==> src/rtl/lutram_port_arbiter_pkg.sv <==
// Shared types and constants for the LUTRAM port arbiter slice.
// No logic; consumed by the top and the round-robin sub-module.
package lutram_port_arbiter_pkg;

  localparam int BYTE_LEN_IN_BITS = 8;

  typedef enum logic {
    IDLE  = 1'b0,
    FLUSH = 1'b1
  } flush_state_t;

  // Number of byte enables (all-ones mask width) for an entry of the given width.
  function automatic int write_mask_len(input int entry_width_in_bits);
    return entry_width_in_bits / BYTE_LEN_IN_BITS;
  endfunction

endpackage

==> src/rtl/lutram_port_arbiter_rr.sv <==
// Round-robin arbiter: combinational one-hot grant from the first request at or after the pointer.
// Pointer moves to grant+1 only when the caller accepts the grant via advance.
module round_robin_arbiter #(
  parameter int NUM_REQUESTER = 4
) (
  input  logic                     clk_in,
  input  logic                     reset_in,
  input  logic [NUM_REQUESTER-1:0] request,
  input  logic                     advance,
  output logic [NUM_REQUESTER-1:0] grant
);

  localparam int IDX_W = (NUM_REQUESTER > 1) ? $clog2(NUM_REQUESTER) : 1;
  localparam logic [IDX_W-1:0] LAST_IDX = IDX_W'(NUM_REQUESTER - 1);

  logic [IDX_W-1:0] ptr_q;
  logic [IDX_W-1:0] ptr_d;
  logic [IDX_W-1:0] grant_idx;
  logic [IDX_W-1:0] idx;
  logic             found;

  always_comb begin
    grant     = '0;
    grant_idx = '0;
    idx       = '0;
    found     = 1'b0;
    for (int off = 0; off < NUM_REQUESTER; off++) begin
      idx = IDX_W'((int'(ptr_q) + off) % NUM_REQUESTER);
      if (!found && request[idx]) begin
        found      = 1'b1;
        grant[idx] = 1'b1;
        grant_idx  = idx;
      end
    end
    ptr_d = ptr_q;
    if (advance && found) begin
      ptr_d = (grant_idx == LAST_IDX) ? '0 : grant_idx + IDX_W'(1);
    end
  end

  always_ff @(posedge clk_in) begin
    if (reset_in) begin
      ptr_q <= '0;
    end else begin
      ptr_q <= ptr_d;
    end
  end

endmodule

==> src/rtl/lutram_port_arbiter.sv <==
// Shares one LUTRAM read port and one byte-masked write port among clients; a flush zero-fills every set.
// Commands reach ram_* one cycle after ack, read data returns two cycles after ack; clients cannot stall.
module lutram_port_arbiter
  import lutram_port_arbiter_pkg::*;
#(
  parameter int NUM_REQUESTER              = 4,
  parameter int SINGLE_ENTRY_WIDTH_IN_BITS = 64,
  parameter int NUM_SET                    = 64,
  parameter int SET_PTR_WIDTH_IN_BITS      = $clog2(NUM_SET) + 1,
  parameter int WRITE_MASK_LEN             = write_mask_len(SINGLE_ENTRY_WIDTH_IN_BITS)
) (
  input  logic                                                clk_in,
  input  logic                                                reset_in,
  input  logic [NUM_REQUESTER-1:0]                            request_valid_in,
  input  logic [NUM_REQUESTER-1:0]                            request_is_write_in,
  input  logic [NUM_REQUESTER*SET_PTR_WIDTH_IN_BITS-1:0]      request_addr_flatted_in,
  input  logic [NUM_REQUESTER*SINGLE_ENTRY_WIDTH_IN_BITS-1:0] request_data_flatted_in,
  input  logic [NUM_REQUESTER*WRITE_MASK_LEN-1:0]             request_write_mask_flatted_in,
  output logic [NUM_REQUESTER-1:0]                            request_ack_out,
  output logic [NUM_REQUESTER-1:0]                            response_valid_out,
  output logic [SINGLE_ENTRY_WIDTH_IN_BITS-1:0]               response_data_out,
  output logic                                                response_hit_out,
  input  logic                                                flush_in,
  output logic                                                flush_busy_out,
  output logic                                                ram_write_access_en_out,
  output logic [WRITE_MASK_LEN-1:0]                           ram_write_en_out,
  output logic [SET_PTR_WIDTH_IN_BITS-1:0]                    ram_write_set_addr_out,
  output logic [SINGLE_ENTRY_WIDTH_IN_BITS-1:0]               ram_write_data_out,
  output logic                                                ram_read_access_en_out,
  output logic [SET_PTR_WIDTH_IN_BITS-1:0]                    ram_read_set_addr_out,
  input  logic [SINGLE_ENTRY_WIDTH_IN_BITS-1:0]               ram_read_data_in,
  input  logic                                                ram_read_valid_in
);

  localparam int IDX_W = (NUM_REQUESTER > 1) ? $clog2(NUM_REQUESTER) : 1;
  localparam int CNT_W = (NUM_SET > 1) ? $clog2(NUM_SET) : 1;
  localparam logic [CNT_W-1:0]          LAST_SET  = CNT_W'(NUM_SET - 1);
  localparam logic [WRITE_MASK_LEN-1:0] FULL_MASK = {WRITE_MASK_LEN{1'b1}};

  typedef struct packed {
    logic                                  access;
    logic [WRITE_MASK_LEN-1:0]             mask;
    logic [SET_PTR_WIDTH_IN_BITS-1:0]      addr;
    logic [SINGLE_ENTRY_WIDTH_IN_BITS-1:0] data;
  } wr_cmd_t;

  logic [SET_PTR_WIDTH_IN_BITS-1:0]      req_addr [NUM_REQUESTER];
  logic [SINGLE_ENTRY_WIDTH_IN_BITS-1:0] req_data [NUM_REQUESTER];
  logic [WRITE_MASK_LEN-1:0]             req_mask [NUM_REQUESTER];

  for (genvar g = 0; g < NUM_REQUESTER; g++) begin : g_unflat
    assign req_addr[g] = request_addr_flatted_in[g*SET_PTR_WIDTH_IN_BITS +: SET_PTR_WIDTH_IN_BITS];
    assign req_data[g] = request_data_flatted_in[g*SINGLE_ENTRY_WIDTH_IN_BITS +: SINGLE_ENTRY_WIDTH_IN_BITS];
    assign req_mask[g] = request_write_mask_flatted_in[g*WRITE_MASK_LEN +: WRITE_MASK_LEN];
  end

  flush_state_t     state_q;
  flush_state_t     state_d;
  logic [CNT_W-1:0] flush_cnt_q;
  logic [CNT_W-1:0] flush_cnt_d;
  logic             flush_active;

  always_ff @(posedge clk_in) begin
    if (reset_in) begin
      state_q     <= IDLE;
      flush_cnt_q <= '0;
    end else begin
      state_q     <= state_d;
      flush_cnt_q <= flush_cnt_d;
    end
  end

  always_comb begin
    state_d      = state_q;
    flush_cnt_d  = flush_cnt_q;
    flush_active = 1'b0;
    case (state_q)
      IDLE: begin
        if (flush_in) state_d = FLUSH;
      end
      FLUSH: begin
        flush_active = 1'b1;
        if (flush_cnt_q == LAST_SET) begin
          flush_cnt_d = '0;
          state_d     = IDLE;
        end else begin
          flush_cnt_d = flush_cnt_q + CNT_W'(1);
        end
      end
      default: state_d = IDLE;
    endcase
  end

  assign flush_busy_out = flush_active;

  logic [NUM_REQUESTER-1:0] wr_req;
  logic [NUM_REQUESTER-1:0] rd_req;
  logic [NUM_REQUESTER-1:0] wr_grant;
  logic [NUM_REQUESTER-1:0] rd_grant;
  logic [NUM_REQUESTER-1:0] rd_ack;
  logic                     rd_issue;

  // The flush owns the write port, so client writes are hidden from the write arbiter.
  assign wr_req = request_valid_in & request_is_write_in & ~{NUM_REQUESTER{flush_active}};
  assign rd_req = request_valid_in & ~request_is_write_in;

  round_robin_arbiter #(.NUM_REQUESTER(NUM_REQUESTER)) u_wr_arb (
    .clk_in   (clk_in),
    .reset_in (reset_in),
    .request  (wr_req),
    .advance  (|wr_grant),
    .grant    (wr_grant)
  );

  round_robin_arbiter #(.NUM_REQUESTER(NUM_REQUESTER)) u_rd_arb (
    .clk_in   (clk_in),
    .reset_in (reset_in),
    .request  (rd_req),
    .advance  (rd_issue),
    .grant    (rd_grant)
  );

  logic [IDX_W-1:0]                 wr_idx;
  logic [IDX_W-1:0]                 rd_idx;
  logic [SET_PTR_WIDTH_IN_BITS-1:0] rd_addr;
  logic                             wr_live;
  logic                             rd_collide;
  wr_cmd_t                          wr_cmd;

  always_comb begin
    wr_idx = '0;
    rd_idx = '0;
    for (int i = 0; i < NUM_REQUESTER; i++) begin
      if (wr_grant[i]) wr_idx = IDX_W'(i);
      if (rd_grant[i]) rd_idx = IDX_W'(i);
    end
  end

  always_comb begin
    wr_cmd  = '0;
    wr_live = 1'b0;
    if (flush_active) begin
      wr_live       = 1'b1;
      wr_cmd.access = 1'b1;
      wr_cmd.mask   = FULL_MASK;
      wr_cmd.addr   = SET_PTR_WIDTH_IN_BITS'(flush_cnt_q);
    end else if (|wr_grant) begin
      wr_live       = 1'b1;
      wr_cmd.access = |req_mask[wr_idx];
      wr_cmd.mask   = req_mask[wr_idx];
      wr_cmd.addr   = req_addr[wr_idx];
      wr_cmd.data   = req_data[wr_idx];
    end
    rd_addr = req_addr[rd_idx];
    // A partial write to the same set would race write-first forwarding; hold the read a cycle.
    rd_collide = wr_live && (|rd_grant) && (wr_cmd.addr == rd_addr) && (wr_cmd.mask != FULL_MASK);
    rd_issue   = (|rd_grant) && !rd_collide;
    rd_ack     = rd_issue ? rd_grant : '0;
  end

  assign request_ack_out = wr_grant | rd_ack;

  logic [NUM_REQUESTER-1:0] tag_q1;
  logic [NUM_REQUESTER-1:0] tag_q2;

  always_ff @(posedge clk_in) begin
    if (reset_in) begin
      ram_write_access_en_out <= 1'b0;
      ram_write_en_out        <= '0;
      ram_write_set_addr_out  <= '0;
      ram_write_data_out      <= '0;
      ram_read_access_en_out  <= 1'b0;
      ram_read_set_addr_out   <= '0;
      tag_q1                  <= '0;
      tag_q2                  <= '0;
    end else begin
      ram_write_access_en_out <= wr_cmd.access;
      ram_write_en_out        <= wr_cmd.mask;
      ram_write_set_addr_out  <= wr_cmd.addr;
      ram_write_data_out      <= wr_cmd.data;
      ram_read_access_en_out  <= rd_issue;
      ram_read_set_addr_out   <= rd_issue ? rd_addr : '0;
      tag_q1                  <= rd_ack;
      tag_q2                  <= tag_q1;
    end
  end

  assign response_valid_out = tag_q2;
  assign response_data_out  = ram_read_data_in;
  assign response_hit_out   = ram_read_valid_in;

endmodule
==> config.mk <==
export PLATFORM = sky130hd
export DESIGN_NAME = lutram_port_arbiter
export DESIGN_NICKNAME = d
export VERILOG_FILES = /design/src/rtl/lutram_port_arbiter_pkg.sv /design/src/rtl/lutram_port_arbiter_rr.sv /design/src/rtl/lutram_port_arbiter.sv
export SDC_FILE = /design/constraint.sdc
export NUM_CORES = 1
export LEC_CHECK = 0
export ABC_AREA = 0
export BUFFER_PORTS_ARGS = -buffer_cell sky130_fd_sc_hd__buf_4
export CORE_AREA = 5 5 214 216
export CTS_BUF_LIST = sky130_fd_sc_hd__clkbuf_4 sky130_fd_sc_hd__clkbuf_8 sky130_fd_sc_hd__clkbuf_16
export DETAILED_ROUTE_END_ITERATION = 12
export DIE_AREA = 0 0 219 221
export GPL_TIMING_DRIVEN = 0
export HOLD_SLACK_MARGIN = 0.08
export MAX_ROUTING_LAYER = met4
export SYNTH_ARGS = -nofsm -noshare
export SYNTH_HDL_FRONTEND = slang
export SYNTH_SLANG_ARGS = --single-unit
export TNS_END_PERCENT = 10
==> constraint.sdc <==
create_clock -name clk_in -period 11.4 [get_ports clk_in]
set_input_delay 2.28 -clock clk_in [delete_from_list [all_inputs] [get_ports clk_in]]
set_output_delay 2.28 -clock clk_in [all_outputs]
set_load 0.01 [all_outputs]
# == Word level (Yosys, flattened, before mapping) ==
# Cells that the tools add are included.
# op_classes
n_addsub,9
n_lt_le_gt_ge,18
eq_ne,5
mux,86
bitwise,17
n_reduce_logical,32
# ops
op,count
64-bit binary-select mux with 2-bit select,1
64-bit two-way mux,2
80-bit two-way mux,1
4-bit two-way mux,9
1-bit two-way mux,31
7-bit binary-select mux with 2-bit select,2
2-bit two-way mux,14
7-bit two-way mux,4
4-bit OR,7
"2-bit by 3-bit < comparator with 1-bit output, second input constant",8
1-bit logical AND,20
1-bit binary-select mux with 2-bit select,8
8-bit binary-select mux with 2-bit select,1
1-bit demux with 2-bit select,8
"2-bit by 1-bit greater-or-equal comparator with 1-bit output, second input constant",8
16-bit two-way mux,1
8-bit two-way mux,2
4-bit AND,3
"2-bit by 1-bit adder with 2-bit output, second input constant",4
"2-bit adder, second input constant",4
"8-bit != test, second input constant",1
4-bit inverter,2
4-bit OR reduction,2
8-bit OR reduction,1
other kinds (12),23
# word_totals
register_bits,107
wordCells,179

# == Logic depth before layout (Yosys ltp) ==
# depth
ltp_word,32
depth_mapped,19
mapped_depth_nobuf,14

# == By module ==
# A second synthesis with hierarchy kept.
# unflattened
cells_unflattened,980
area_unflattened_um2,7485.9
# by_module_without_submodules
module,instances,cells_each,area_each_um2,seq_area_each_um2
lutram_port_arbiter,1,846,6363.6,2062.0
round_robin_arbiter (u_rd_arb),1,67,564.3,40.0
round_robin_arbiter (u_wr_arb),1,67,558.0,40.0

# == Least setup slack after synthesis ==
# No wires, ideal clock.
# synth_timing
path_kind,input-to-output
startpoint,input request_is_write_in[3]
endpoint,output request_ack_out[1]
arrival_ns,5.071
required_time_ns,9.120
path_slack_ns,4.049
cell_stages,15
n_path_buf,2
path_cell_list,nand2b_1 > nor3_1 > nor2_1 > o32ai_1 > a22o_1 > a221o_1 > buf_6 > mux2_1 > a222oi_1 > xnor2_1 > nor4_1 > and3_1 > buf_6 > or2_2 > nand2_1
# synth_via
elab_chain_cells,30
word_cells_on_any_way,84
cone_classes,eq/ne (2); mux (50); bitwise (13); reduce/logical (19)
# synth_rtl
element,line,text
"start, declared",lutram_port_arbiter.sv:15,"input logic [NUM_REQUESTER-1:0] request_is_write_in,"
4-bit AND (2 in a row),lutram_port_arbiter.sv:104,assign wr_req = request_valid_in & request_is_write_in & ~{NUM_REQUESTER{flush_active}};
1-bit binary-select mux with 2-bit select,lutram_port_arbiter_rr.sv:29,if (!found && request[idx]) begin
1-bit two-way mux (not written as such),lutram_port_arbiter_rr.sv:29,
1-bit two-way mux,lutram_port_arbiter_rr.sv:29,
1-bit logical NOT,lutram_port_arbiter_rr.sv:29,
1-bit logical AND,lutram_port_arbiter_rr.sv:29,
1-bit two-way mux,lutram_port_arbiter_rr.sv:29,
1-bit logical NOT,lutram_port_arbiter_rr.sv:29,
[... 12 more ...],--,
80-bit two-way mux,lutram_port_arbiter.sv:147,end else if (|wr_grant) begin
16-bit two-way mux,lutram_port_arbiter.sv:142,if (flush_active) begin
7-bit == test,lutram_port_arbiter.sv:156,rd_collide = wr_live && (|rd_grant) && (wr_cmd.addr == rd_addr) && (wr_cmd.mask != FULL_MASK);
1-bit logical AND (2 in a row),lutram_port_arbiter.sv:156,
1-bit logical NOT,lutram_port_arbiter.sv:157,rd_issue = (|rd_grant) && !rd_collide;
1-bit logical AND,lutram_port_arbiter.sv:157,
4-bit two-way mux,lutram_port_arbiter.sv:158,rd_ack = rd_issue ? rd_grant : '0;
4-bit OR (*),lutram_port_arbiter.sv:161,assign request_ack_out = wr_grant | rd_ack;
"end, declared",lutram_port_arbiter.sv:19,"output logic [NUM_REQUESTER-1:0] request_ack_out,"
# Every way passes the cells marked *; elsewhere a longest branch is shown, timed or not. The select of a mux whose other input is x is not followed.

# == Worst setup path after layout ==
# layout_timing
startpoint,input request_is_write_in[2]
endpoint,output request_ack_out[3]
# Same word-level chain as after synthesis.

==> flow_summary_export.csv <==
group,metric,value,unit
yosys,synth.top_cells.by_count,"o21ai_0, dfxtp_1, a21oi_1",
floorplanning,die_y,221,um
yosys,synth_adder_area_share,0.0246,
global_routing,track_usage,0.184,
yosys,syn_inst,967,
global_routing,grt_max_degree,18,
yosys,synth-compound-area-share,0.382,
worst_setup_path,crit_required,9.12,ns
cells_and_area,multi_input_area,4150,sq um
yosys,ys_seq_area_frac,0.301,
yosys,synthMuxAreaShare,0.0158,
floorplanning,num_rows,77,
cts,ctsResizeCount,0,
yosys,synth-xor-area-share,0.0135,
floorplanning,die_x,219,um
global_routing,globalRouteMet1Util,0.203,
power_and_ir_drop,ir_drop,0.0000938,V
power_and_ir_drop,p_leak,5.33,nW
floorplanning,dieArea,48400,sq um
cells_and_area,fin_nets,1872,
worst_setup_path,r2r_end,"ram_write_data_out[63]$_SDFF_PP0_",
timing,fmax,117,MHz
yosys,synth_flop_cell,"dfxtp_1",
yosys,yosys_warnings,0,
yosys,synth.area.top_cells,"dfxtp_1, o21ai_0, a21oi_1, buf_4, o21bai_1",
place,dp_hpwl,38.1,mm
yosys,synth_area,7130,sq um
power_and_ir_drop,p_per_area,253,nW/um^2
floorplanning,io_pins,554,
timing,hold_viol,0,
yosys,synth_top_family_by_area,"compound AO/OA/AOI/OAI gates",
cts,cts_hold_buffers,0,
cts,post_cts_buffers,0,
timing,finalClockSkew,0.00673,ns
cts,cts_buffer_depth,2,
power_and_ir_drop,fin_total_pwr,3.00,mW
worst_setup_path,rr_worst_depth,13,
power_and_ir_drop,internal_power,1.48,mW
place,portBuffers,488,
cells_and_area,drive_gt1_frac,0.408,
timing,rsz0062_at_grt,"false",
timing,worstMarginPinSlew,1.17,ns
yosys,ys_async_sr_fraction,0,
floorplanning,start_util,0.163,
power_and_ir_drop,netSwitchingFraction,0.507,
worst_setup_path,reg2reg_slack,6.09,ns
cts,clk_pin_slew_worst_paths,0.08,ns
global_routing,grt_pass1_wl,64.7,mm
place,gp_congestion,1.00,
power_and_ir_drop,comb_power_share,0.690,
yosys,yosys.area.top_type,"dfxtp_1",
timing,setup_viol,0,
cells_and_area,fill_cells,4906,
yosys,synth.most_common_cell,"o21ai_0",
yosys,synth_nets,1373,
yosys,yosys.area_share.simple,0.146,
cells_and_area,final-seq-area,2140,sq um
cts,cts_buffers,9,
cts,htree_levels,3,
global_routing,top_usage_layer,"met2",
yosys,yosysTopAreaCellShare,0.301,
timing,finalSetupTns,0,ns
worst_setup_path,path_class,"in -> out",
worst_setup_path,critPathArrivalTime,6.23,ns
detailed_routing,drt_iter0_drc,731,
worst_setup_path,crit_start,"request_is_write_in[2]",
detailed_routing,drc_errors,0,
global_routing,gr-usage-met2,0.326,
global_routing,met3_usage,0.0478,
worst_setup_path,cp_max_fo,10,
cts,clock_latency,0.38,ns
cts,clock-root-buffer,"clkbuf_16",
floorplanning,core_area,43700,sq um
yosys,ys_seq_elements,107,
power_and_ir_drop,power_frac_seq,0.198,
worst_hold_path,worstHoldPathType,"reg -> reg",
run,max-cap-violations,0,
global_routing,antenna_found_initial,13,
outcome,status,"complete, no violations",
worst_setup_path,crit_path_end_kind,"output port",
timing,fin_crit_sh,0.747,
cells_and_area,area_delta_synth_final,66.2,%
detailed_routing,ant_nets,0,
detailed_routing,finalWirelength,45.8,mm
detailed_routing,wl_per_cell,22.1,um
cts,cts_tree,"built",
cts,cts.sinks,107,
timing,finalCriticalPeriod,8.51,ns
worst_setup_path,start_kind,"input pin",
power_and_ir_drop,p_sw,1.52,mW
detailed_routing,drt-pass1-iter-count,5,
timing,max-slew-margin-rel,0.220,
power_and_ir_drop,power.share.clock,0.112,
detailed_routing,vias,9489,
yosys,synth_edf_count,0,
worst_setup_path,crit_end,"request_ack_out[3]",
timing,maxSlewViolCount,0,
detailed_routing,viasPerCell,4.58,
yosys,synthDistinctLibCells,70,
global_routing,grt_overflow_total,0,
yosys,avgSynthCellArea,7.37,sq um
global_routing,grt_pass1_vias,9759,
cell families (layout without fill, tap and decap cells):
family | after synthesis | after routing
compound gates | 459 | 459
simple gates | 219 | 219
buf+inv | 147 | 651
flops | 107 | 107
fa+ha+maj | 14 | 14
xor+xnor | 11 | 11
mux | 10 | 10
other cells | 0 | 9
cell type report:
class / count / area share
repair buffers: 488 / 0.309
flip-flops and latches: 107 / 0.181
diodes: 9 / 0.00190
plain buffers: 132 / 0.0656
multi-input cells: 713 / 0.350
well taps: 592 / 0.0625
inverters: 15 / 0.00475
clock inverters: 5 / 0.00317
clock buffers: 11 / 0.0213
power groups by stage:
stage,Sequential (mW),Clock [mW],Combinational (mW)
2_1_floorplan,0.667,0,1.09
3_3_place_gp,0.598,0,2.07
3_5_place_dp,0.600,0,2.08
4_1_cts,0.595,0.351,2.09
5_1_grt,0.610,0.361,2.28
6_report,0.594,0.335,2.07
state kept, by name, indices dropped and copies added (netlist names), named ones only:
signal and cells:
flush_cnt_q 6, ram_read_access_en_out 1, ram_read_set_addr_out 7, ram_write_access_en_out 1, ram_write_data_out 64, ram_write_en_out 8, ram_write_set_addr_out 7, response_valid_out 4
state_q 1, tag_q1 4, u_rd_arb.ptr_q 1, u_wr_arb.ptr_q 1
critical path, cell delays in order:
cell,delay [ns]
buf_4,0.14
and4b_1,0.22
o21ai_1,0.38
a211o_1,0.30
o221ai_1,0.20
a21oi_2,0.38
clkbuf_1,0.56
clkbuf_1,0.70
clkbuf_1,0.56
o21ai_0,0.28
buf_4,0.21
routing by layer:
metal	vias to the layer above	part of all wire
met5	-	0
met4	0	0.019
met3	54	0.073
met2	459	0.52
met1	4544	0.38
li1	4432	-
stage by stage:
| stage | hold slack [ns] | setup WS (ns) | std cells | util | cell area (sq um) |
|---|---|---|---|---|---|
| global placement | 0.426 | 2.85 | 2047 | 0.264 | 11500 |
| finish | 0.443 | 2.89 | 2072 | 0.271 | 11800 |
| floorplan | 0.414 | 4.05 | 967 | - | 7130 |
| detailed placement | 0.427 | 2.87 | 2047 | 0.264 | 11500 |
| global route | 0.467 | 2.61 | 2071 | 0.271 | 11800 |
| CTS | 0.447 | 2.84 | 2063 | 0.270 | 11800 |
cell usage in the layout, fill, tap and decap left out, drive strengths merged, types with 6 or more instances in the layout:
cell,netlist,final
a21oi,100,100
diode,0,9
nor3,8,8
mux2,7,7
o21ai,221,221
nand3,10,10
nor2b,8,8
and2,12,12
nand2,83,83
ha,14,14
nor2,62,62
clkbuf,53,64
o21bai,64,64
a221oi,20,20
inv,15,15
o22ai,10,10
dfxtp,107,107
buf,79,567
nand2b,6,6
xnor2,6,6
worst min-delay path by stage:
stage	startpoint	end	slack [ns]	cells after the start
global placement	tag_q1[0]$_SDFF_PP0_	response_valid_out[0]$_SDFF_PP0_	0.43	1
finish	tag_q1[2]$_SDFF_PP0_	response_valid_out[2]$_SDFF_PP0_	0.44	1
detailed placement	tag_q1[2]$_SDFF_PP0_	response_valid_out[2]$_SDFF_PP0_	0.43	1
global route	tag_q1[3]$_SDFF_PP0_	response_valid_out[3]$_SDFF_PP0_	0.47	1
CTS	tag_q1[2]$_SDFF_PP0_	response_valid_out[2]$_SDFF_PP0_	0.45	1
floorplan	tag_q1[0]$_SDFF_PP0_	response_valid_out[0]$_SDFF_PP0_	0.41	1
(Power assumes the default switching activity.)
